$ cat src/rtl/noise_run_ctrl.sv
`timescale 1ns/1ps
// Run sequencer for random_noise: streams the probability table into the generator,
// terminates it, then counts valid and out-of-threshold samples up to a target.
module noise_run_ctrl #(
  parameter int NOISE_RESOLUTION = 7,
  parameter int TABLE_DEPTH      = 64,
  parameter int PROB_WIDTH       = 64,
  parameter int CNT_WIDTH        = 64
) (
  input  logic                               clk,
  input  logic                               rstn,
  input  logic                               start,
  input  logic                               abort,
  input  logic [CNT_WIDTH-1:0]               sample_target,
  input  logic signed [NOISE_RESOLUTION-1:0] thresh_hi,
  input  logic signed [NOISE_RESOLUTION-1:0] thresh_lo,
  output logic [$clog2(TABLE_DEPTH)-1:0]     tbl_addr,
  input  logic [PROB_WIDTH-1:0]              tbl_data,
  output logic [PROB_WIDTH-1:0]              noise_prob,
  output logic [31:0]                        noise_prob_idx,
  output logic                               noise_en,
  output logic                               noise_rstn,
  input  logic signed [NOISE_RESOLUTION-1:0] noise_in,
  input  logic                               noise_valid,
  output logic                               busy,
  output logic                               done,
  output logic [CNT_WIDTH-1:0]               bit_count,
  output logic [CNT_WIDTH-1:0]               err_count
);

  localparam int AW = $clog2(TABLE_DEPTH);

  typedef enum logic [2:0] {S_IDLE, S_LOAD, S_TERM, S_RUN, S_FINISH} state_t;

  state_t                              r_state, w_state_nxt;
  logic [AW-1:0]                       r_tbl_addr;
  logic [AW:0]                         r_lcnt;
  logic [PROB_WIDTH-1:0]               r_prob;
  logic [31:0]                         r_idx;
  logic                                r_en, r_nrstn, r_busy, r_done;
  logic [CNT_WIDTH-1:0]                r_bit_count, r_err_count, r_target;
  logic signed [NOISE_RESOLUTION-1:0]  r_thresh_hi, r_thresh_lo;

  logic                                w_hit, w_err, w_last, w_load_last;
  logic [CNT_WIDTH-1:0]                w_bit_inc;

  always_comb begin
    w_bit_inc   = r_bit_count + 1'b1;
    w_hit       = (r_state == S_RUN) && noise_valid;
    w_err       = (noise_in > r_thresh_hi) || (noise_in < r_thresh_lo);
    w_last      = w_hit && (w_bit_inc == r_target);
    // r_lcnt runs one ahead of the returned entry; DEPTH+1 means the last entry is out
    w_load_last = (int'(r_lcnt) == TABLE_DEPTH + 1);
  end

  always_comb begin
    w_state_nxt = r_state;
    unique case (r_state)
      S_IDLE:   if (start) w_state_nxt = S_LOAD;
      S_LOAD:   if (abort) w_state_nxt = S_IDLE;
                else if (w_load_last) w_state_nxt = S_TERM;
      S_TERM:   if (abort) w_state_nxt = S_IDLE;
                else if (r_target == '0) w_state_nxt = S_FINISH;
                else w_state_nxt = S_RUN;
      S_RUN:    if (abort) w_state_nxt = S_IDLE;
                else if (w_last) w_state_nxt = S_FINISH;
      S_FINISH: w_state_nxt = S_IDLE;
      default:  w_state_nxt = S_IDLE;
    endcase
  end

  always_ff @(posedge clk or negedge rstn) begin
    if (!rstn) r_state <= S_IDLE;
    else       r_state <= w_state_nxt;
  end

  // Outputs are registered on the edge that enters the state they belong to
  always_ff @(posedge clk or negedge rstn) begin
    if (!rstn) begin
      r_tbl_addr  <= '0;
      r_lcnt      <= '0;
      r_prob      <= '0;
      r_idx       <= '1;
      r_en        <= 1'b0;
      r_nrstn     <= 1'b0;
      r_busy      <= 1'b0;
      r_done      <= 1'b0;
      r_bit_count <= '0;
      r_err_count <= '0;
      r_target    <= '0;
      r_thresh_hi <= '0;
      r_thresh_lo <= '0;
    end else begin
      r_done <= 1'b0;
      unique case (r_state)
        S_IDLE: if (start) begin
          r_target    <= sample_target;
          r_thresh_hi <= thresh_hi;
          r_thresh_lo <= thresh_lo;
          r_bit_count <= '0;
          r_err_count <= '0;
          r_tbl_addr  <= '0;
          r_lcnt      <= '0;
          r_busy      <= 1'b1;
        end
        S_LOAD: if (abort) begin
          r_busy <= 1'b0;
          r_idx  <= '1;
        end else begin
          r_lcnt <= r_lcnt + 1'b1;
          if (int'(r_tbl_addr) != TABLE_DEPTH - 1) r_tbl_addr <= r_tbl_addr + 1'b1;
          if (r_lcnt != '0 && int'(r_lcnt) <= TABLE_DEPTH) begin
            r_prob <= tbl_data;
            r_idx  <= 32'(r_lcnt - 1'b1);
          end
          if (w_load_last) r_idx <= '1;
        end
        S_TERM: if (abort) begin
          r_busy <= 1'b0;
        end else if (r_target == '0) begin
          r_done <= 1'b1;
        end else begin
          r_en    <= 1'b1;
          r_nrstn <= 1'b1;
        end
        S_RUN: if (abort) begin
          r_en    <= 1'b0;
          r_nrstn <= 1'b0;
          r_busy  <= 1'b0;
        end else if (w_hit) begin
          r_bit_count <= w_bit_inc;
          if (w_err) r_err_count <= r_err_count + 1'b1;
          if (w_last) begin
            r_done  <= 1'b1;
            r_en    <= 1'b0;
            r_nrstn <= 1'b0;
          end
        end
        S_FINISH: r_busy <= 1'b0;
        default: ;
      endcase
    end
  end

  assign tbl_addr       = r_tbl_addr;
  assign noise_prob     = r_prob;
  assign noise_prob_idx = r_idx;
  assign noise_en       = r_en;
  assign noise_rstn     = r_nrstn;
  assign busy           = r_busy;
  assign done           = r_done;
  assign bit_count      = r_bit_count;
  assign err_count      = r_err_count;

endmodule

$ cat config.mk
export PLATFORM = sky130hd
export DESIGN_NAME = noise_run_ctrl
export DESIGN_NICKNAME = d
export VERILOG_FILES = /design/src/rtl/noise_run_ctrl.sv
export SDC_FILE = /design/constraint.sdc
export NUM_CORES = 1
export LEC_CHECK = 0
export ABC_AREA = 1
export BUFFER_PORTS_ARGS = -buffer_cell sky130_fd_sc_hd__buf_4
export CAP_MARGIN = 15
export CORE_ASPECT_RATIO = 1.1
export CORE_MARGIN = 5
export CORE_UTILIZATION = 45
export DETAILED_ROUTE_END_ITERATION = 8
export GPL_ROUTABILITY_DRIVEN = 1
export GPL_TIMING_DRIVEN = 0
export PLACE_DENSITY = 0.68
export SYNTH_ARGS = -nofsm -noshare
export SYNTH_HDL_FRONTEND = slang
export SYNTH_SLANG_ARGS = --single-unit
$ cat constraint.sdc
create_clock -name clk -period 2.81 [get_ports clk]
set_input_delay 0.1405 -clock clk [delete_from_list [all_inputs] [get_ports clk]]
set_output_delay 0.1405 -clock clk [all_outputs]
set_load 0.05 [all_outputs]
==> run summary, run 1 <==
DRC violations left: 0
CP max FO: 8
Vias in the first global route: 17800
Area grow syn2layout: 37.8%
R2R Path Start: bit_count[1]
Die Span X: 198 um
CP startpoint: bit_count[1]
Hold slack: 32.4 ps
CTS tree: yes
Slew Viols, Final: 0
Global Route Usage Sum: 0.298
Netlist cell types: 43
Top FF cell, synth: dfrtp_1
Clk sink count: 297
Vias per cell: 5.26
Final Hold Fails: 0
Leakage: 10.9 nW
Final period utilization: 0.989
Final Wtd Congestion: 1.02
Hold Crit Class: input pin to flop
Syn_area_per_cell: 7.46 um^2
CTS HTree Levels: 2
EDFF count, synth: 0
Die Y: 216 um
Crit Path Class: flop to flop
Layout Nets: 3088
Fin cells: 3439
Worst-margin pin slew: 973 ps
CTS clk-pin slew, worst paths: 60 ps
Yosys top cell by area: dfrtp_1
Port Buffers: 387
Total congestion overflow: 0
Post-Syn Instances: 2335
Antenna viol nets, final: 0
Clk Latency, worst-skew pair: 560 ps
CP Capture Type: flop
Placed cells: 3224
Setup Skew: 27.1 ps
GRT met1 Usage: 0.401
Core area: 0.0382 mm^2
Max Root-Sink Buffers: 3
Hold path startpoint: start
Row cnt: 75
Met3 usage: 0.0660
Critical path required time: 3240 ps
Vias: 18100
Initial DRT Pass Iterations: 6
First-pass GRT wire length: 101000 um
Setup TNS: 0 ps
Max rail drop VDD: 0.000876 V
Initial Utilization: 0.456
Async SR Flop Fraction: 1.00
Root Buffer: clkbuf_16
RSZ-0062 raised after global routing: yes
Busiest grt layer: met2
Most frequent cells in the layout: nand2_1, buf_4, nor2_1
Final setup viols: 0
Synth Warn #: 0
Initial antenna violation count: 3
Cell area after synthesis: 0.0174 mm^2
Die ar.: 0.0428 mm^2
Aggregate routed wire length: 65400 um
Max Cap Violations: 0
Ports: 388
Commonest non-fill, non-tap cell in the layout: nand2_1
Detailed Place HPWL: 49400 um
Grt met2 use: 0.484
CTS buffer count: 35
WP data arrival: 3220 ps
Post-layout util: 0.628
Routed WL per cell: 19.0 um
Area share of the largest cell type after synthesis: 0.415
Slew margin rel.: 0.346
Post-synthesis sequential area ratio: 0.427
Power per cell area: 861 mW/mm^2
Startpoint Class: flop
Share of layout cells above drive strength 1: 0.224
Fmax: 0.360 GHz
Top post-synthesis cells by area: dfrtp_1, nand2_1, nor2_1
Syn Nets: 2509
Iter 0 DRT Violations: 1495
Crit path time final: 2780 ps
Largest net degree at the start of global routing: 122
Synth Register Bits: 297
Status: finished clean
synthesized netlist by cell type (all sizes together) (4+ instances only):
cell / count
xnor3: 15
dfstp: 8
a31oi: 4
mux2: 64
a21oi: 21
inv: 233
o22ai: 41
nor2: 323
o21ai: 130
nor4: 17
buf: 37
nand2: 754
o211ai: 4
clkbuf: 45
nand4: 52
xnor2: 17
nand3: 141
dfrtp: 289
ha: 20
xor2: 70
nor3: 31
layout make-up:
class | count | area, um^2
clock inverter | 15 | 215
clock buffer | 44 | 1000
multi-input combinational | 1721 | 8890
fill | 3364 | 14200
antenna | 3 | 7.51
timing repair buffer | 543 | 4480
sequential | 297 | 7480
inverter | 235 | 882
tap | 500 | 626
buffer | 81 | 423
layer usage:
layer | wire length [um] | share of wire
met3 | 5110 | 0.078
met1 | 27700 | 0.42
met2 | 30500 | 0.47
met5 | 0 | 0
met4 | 2020 | 0.031
registers in the layout (all words and copies together) (netlist names), 3 cells and up:
signal,cells
err_count,64
tbl_addr,6
r_target,64
bit_count,64
noise_prob_idx,8
r_thresh_lo,7
r_thresh_hi,7
r_lcnt,7
noise_prob,64
r_state,3
what timing repair did:
item	CTS	global route
buffers inserted	2	8
pin swaps	2	9
hold buffers	144	0
resized for setup	20	89
hold endpoints to repair	212	0
setup endpoints to repair	56	165
worst max-delay path, cell delays in order, from the launching register on:
cell and delay (ps):
dfrtp_2 440, ha_4 180, nand2_1 100, nor2_4 210, nand2_4 120, nor2_8 230, buf_4 150, buf_4 100
nand2_1 40, nand2_1 80, nand2_1 50, inv_1 70, o21ai_0 80, nor2_1 110, nand3_1 130, nor2_2 160
nand3_2 120, nand2_2 120, nand2_1 60, nand2_1 50, nand2_1 40
kinds of logic after synthesis:
kind of cell    share of synthesized area
xor+xnor                           0.0645
fa+ha+maj                          0.0144
mux                                0.0414
compound gates                     0.0641
flops                               0.427
buf+inv                            0.0741
simple gates                        0.314
metrics by stage:
| step | setup WS, ps | cell area [um^2] | power, mW |
|---|---|---|---|
| finish | 29.5 | 24000 | 20.7 |
| global route | -125 | 24000 | 21.8 |
| CTS | -54.9 | 23700 | 20.5 |
| detailed placement | -323 | 21000 | 15.4 |
| global placement | -1090 | 21000 | 15.3 |
| floorplan | 184 | 17400 | 12.4 |
report_power, final:
group | switching [mW] | internal [mW]
Clock | 1.91 | 2.98
Sequential | 0.740 | 5.47
Combinational | 6.39 | 3.19
final timing paths:
path | end | slack (ps) | cells past startpoint
max | noise_rstn | 30 | 20
min | busy | 30 | 3
max reg2reg | noise_rstn | 30 | 20
min reg2reg | busy | 480 | 2
max in group asynchronous | err_count[33] | 1200 | 4
min in group asynchronous | bit_count[10] | 120 | 2
Power figures use the tool's default switching activity.
==> run 2, diff against run 1 <==
--- a/config.mk
+++ b/config.mk
@@ -6,15 +6,16 @@
 export NUM_CORES = 1
 export LEC_CHECK = 0
 export ABC_AREA = 1
-export BUFFER_PORTS_ARGS = -buffer_cell sky130_fd_sc_hd__buf_4
 export CAP_MARGIN = 15
 export CORE_ASPECT_RATIO = 1.1
 export CORE_MARGIN = 5
 export CORE_UTILIZATION = 45
+export CTS_CLUSTER_SIZE = 30
 export DETAILED_ROUTE_END_ITERATION = 8
+export DONT_BUFFER_PORTS = 1
 export GPL_ROUTABILITY_DRIVEN = 1
 export GPL_TIMING_DRIVEN = 0
-export PLACE_DENSITY = 0.68
+export PLACE_DENSITY = 0.65
 export SYNTH_ARGS = -nofsm -noshare
 export SYNTH_HDL_FRONTEND = slang
 export SYNTH_SLANG_ARGS = --single-unit
==> run 2 against run 1 <==
The run now ends with hold timing, setup timing left. Final cell count shrank 11%. Via count decreased by 7.9%. Sequential share of layout area increased by 4.1 points. Clock skew shrank 7.6 ps. Utilization decreased by 6.4 points. Register-to-register slack got worse by 120 ps. Sequential cell count unchanged. Highest routed layer is now met5.
==> run summary, run 2 (same netlist as run 1, synthesis figures left out) <==
Most frequent cells in the layout: nand2_1, nor2_1, inv_1
Crit path time final: 2900 ps (+116 ps)
CTS HTree Levels: 2 (unchanged)
WP data arrival: 3320 ps (+100 ps)
Layout Nets: 2720 (-12%)
Initial Utilization: 0.456 (unchanged)
Cell Int Power: 10.5 mW (-9.7%)
Port Buffers: 0 (-100%)
Vias per cell: 5.41 (+3.0%)
Slew margin rel.: 0.395 (+0.0495)
Antenna viol nets, final: 0 (unchanged)
Status: finished, violations left
Logic pwr share: 0.315 (-0.148)
Clk Latency, worst-skew pair: 550 ps (about the same)
Worst-margin pin slew: 899 ps (-73.6 ps)
Sw frac: 0.452 (+0.0143)
Reg power frac: 0.436 (+0.136)
Startpoint Class: flop
R2r setup slk: -90 ps (-120 ps)
Die Y: 216 um (unchanged)
Iter 0 DRT Violations: 1287 (-14%)
Post-CTS Hold Buffers: 147 (+2.1%)
Critical path required time: 3240 ps (about the same)
Hold Crit Class: input pin to async pin
Max rail drop VDD: 0.00101 V (+15%)
Setup Skew: 19.5 ps (-7.57 ps)
Largest net degree at the start of global routing: 298 (+140%)
Filler instances: 3511 (+4.4%)
Root Buffer: clkbuf_16
Placed cells: 2835 (-12%)
Core area: 0.0382 mm^2 (unchanged)
DRC violations left: 0 (unchanged)
Global Route Usage Sum: 0.281 (-0.0165)
Fin cells: 3075 (-11%)
Row cnt: 75 (unchanged)
Hold slack: -697 ps (-730 ps)
Final Worst Setup Slack: -86.5 ps (-116 ps)
Routed WL per cell: 20.0 um (+5.3%)
First-pass GRT wire length: 95100 um (-5.4%)
Vias in the first global route: 16600 (-6.7%)
Detailed Place HPWL: 46100 um (-6.8%)
Clk sink count: 297 (unchanged)
Share of layout cells above drive strength 1: 0.150 (-0.0737)
Final Wtd Congestion: 1.01 (-1.4%)
Fmax: 0.345 GHz (-4.0%)
Vias: 16700 (-7.9%)
Final period utilization: 1.03 (+0.0413)
Max Cap Violations: 0 (unchanged)
Initial antenna violation count: 6 (+3)
Max Root-Sink Buffers: 3 (unchanged)
Total congestion overflow: 0 (unchanged)
CP max FO: 7 (-1)
Final Hold Fails: 297 (+297)
Crit Path Class: flop to flop
Clock network fraction of total power: 0.249 (+0.012)
Initial DRT Pass Iterations: 5 (-1)
CTS clk-pin slew, worst paths: 60 ps (about the same)
Leakage: 8.99 nW (-17%)
Commonest non-fill, non-tap cell in the layout: nand2_1
Power per cell area: 888 mW/mm^2 (+3.1%)
RSZ-0062 raised after global routing: yes
Switch Pwr: 8.65 mW (-4.3%)
CTS buffer count: 35 (unchanged)
Final setup viols: 4 (+4)
CTS tree: yes
Area grow syn2layout: 23.8%
Aggregate routed wire length: 61600 um (-5.8%)
Ports: 388 (unchanged)
CP Capture Type: flop
Die ar.: 0.0428 mm^2 (unchanged)
Violated checks: hold timing, setup timing
Slew Viols, Final: 0 (unchanged)
Die Span X: 198 um (unchanged)
## run 2: cell types whose count changed in the layout (fill, tap and decap cells not counted), sizes merged
cell / delta
clkinvlp: +2
bufinv: -1
buf: -371
clkbuf: +5
diode: -1
clkinv: -1
dlygate4sd3: +3
## run 2: through the flow
stage                     setup slack, ps  power [mW]  utilization  instance area [um^2]  TNS [ps]
after floorplan                       184        12.4            -                 17400         0
after global placement               -862        13.8        0.473                 18000    -12050
after detailed placement             -896        14.0        0.473                 18000    -14060
after CTS                           -36.8        19.1        0.555                 21200     -36.8
after global routing                 -224        20.2        0.565                 21600      -695
final                               -86.5        19.1        0.565                 21600      -159
## run 2: repair_timing
action | 4_1_cts | 5_1_grt
gates resized for setup | 146 | 123
setup buffers | 15 | 12
setup endpoints to repair | 66 | 248
pin swaps | 15 | 22
endpoints found under the hold margin | 455 | 297
## run 2: layout make-up
| type | count | area (um^2) | area share |
|---|---|---|---|
| multi-input combinational | 1721 | 9110 | 0.422 |
| tap | 500 | 626 | 0.0290 |
| clock inverter | 15 | 179 | 0.00829 |
| antenna | 2 | 5.00 | 0.000232 |
| inverter | 235 | 900 | 0.0417 |
| clock buffer | 49 | 1020 | 0.0473 |
| timing repair buffer | 174 | 1690 | 0.0781 |
| sequential | 297 | 7620 | 0.353 |
| buffer | 82 | 438 | 0.0203 |
## run 2: worst paths after layout
kind / from / endpoint / cells past startpoint
setup / recovery: bit_count[1] / noise_rstn / 20
hold / removal: rstn / bit_count[10] / 0
setup reg to reg: bit_count[1] / noise_rstn / 20
hold reg to reg: r_lcnt[0] / noise_prob_idx[0] / 1
max in group asynchronous: rstn / err_count[1] / 0
min in group clk: abort / r_lcnt[0] / 2
## run 2: metal layers
metal	part of all wire	global-route usage	vias to the layer above
met4	0.029	0.0826	8
li1	-	-	7934
met3	0.090	0.0752	110
met1	0.42	0.377	7980
met5	0.00068	0	-
met2	0.46	0.449	618
## run 2: power groups by stage
stage	clock (mW)	combinational, mW	sequential (mW)
after global routing	5.03	6.67	8.48
after global placement	0	5.48	8.37
after detailed placement	0	5.62	8.37
after floorplan	0	4.40	8.00
final	4.76	6.04	8.35
after CTS	4.87	5.87	8.34
## run 2: critical path, stage by stage (launching register included)
cell and delay (ps):
dfrtp_4 580, ha_4 220, nand2_4 60, nor2_4 210
nand2_4 120, nor2_8 230, buf_6 150, nand2_8 70
nand2_1 80, nand2_1 80, nand2_1 60, nand2_1 40
nand3b_1 140, nor2_1 110, nand2_2 100, nor2_4 130
nand3_4 120, nand2_4 100, nand2_1 50, nand2_1 50
nand2_1 60
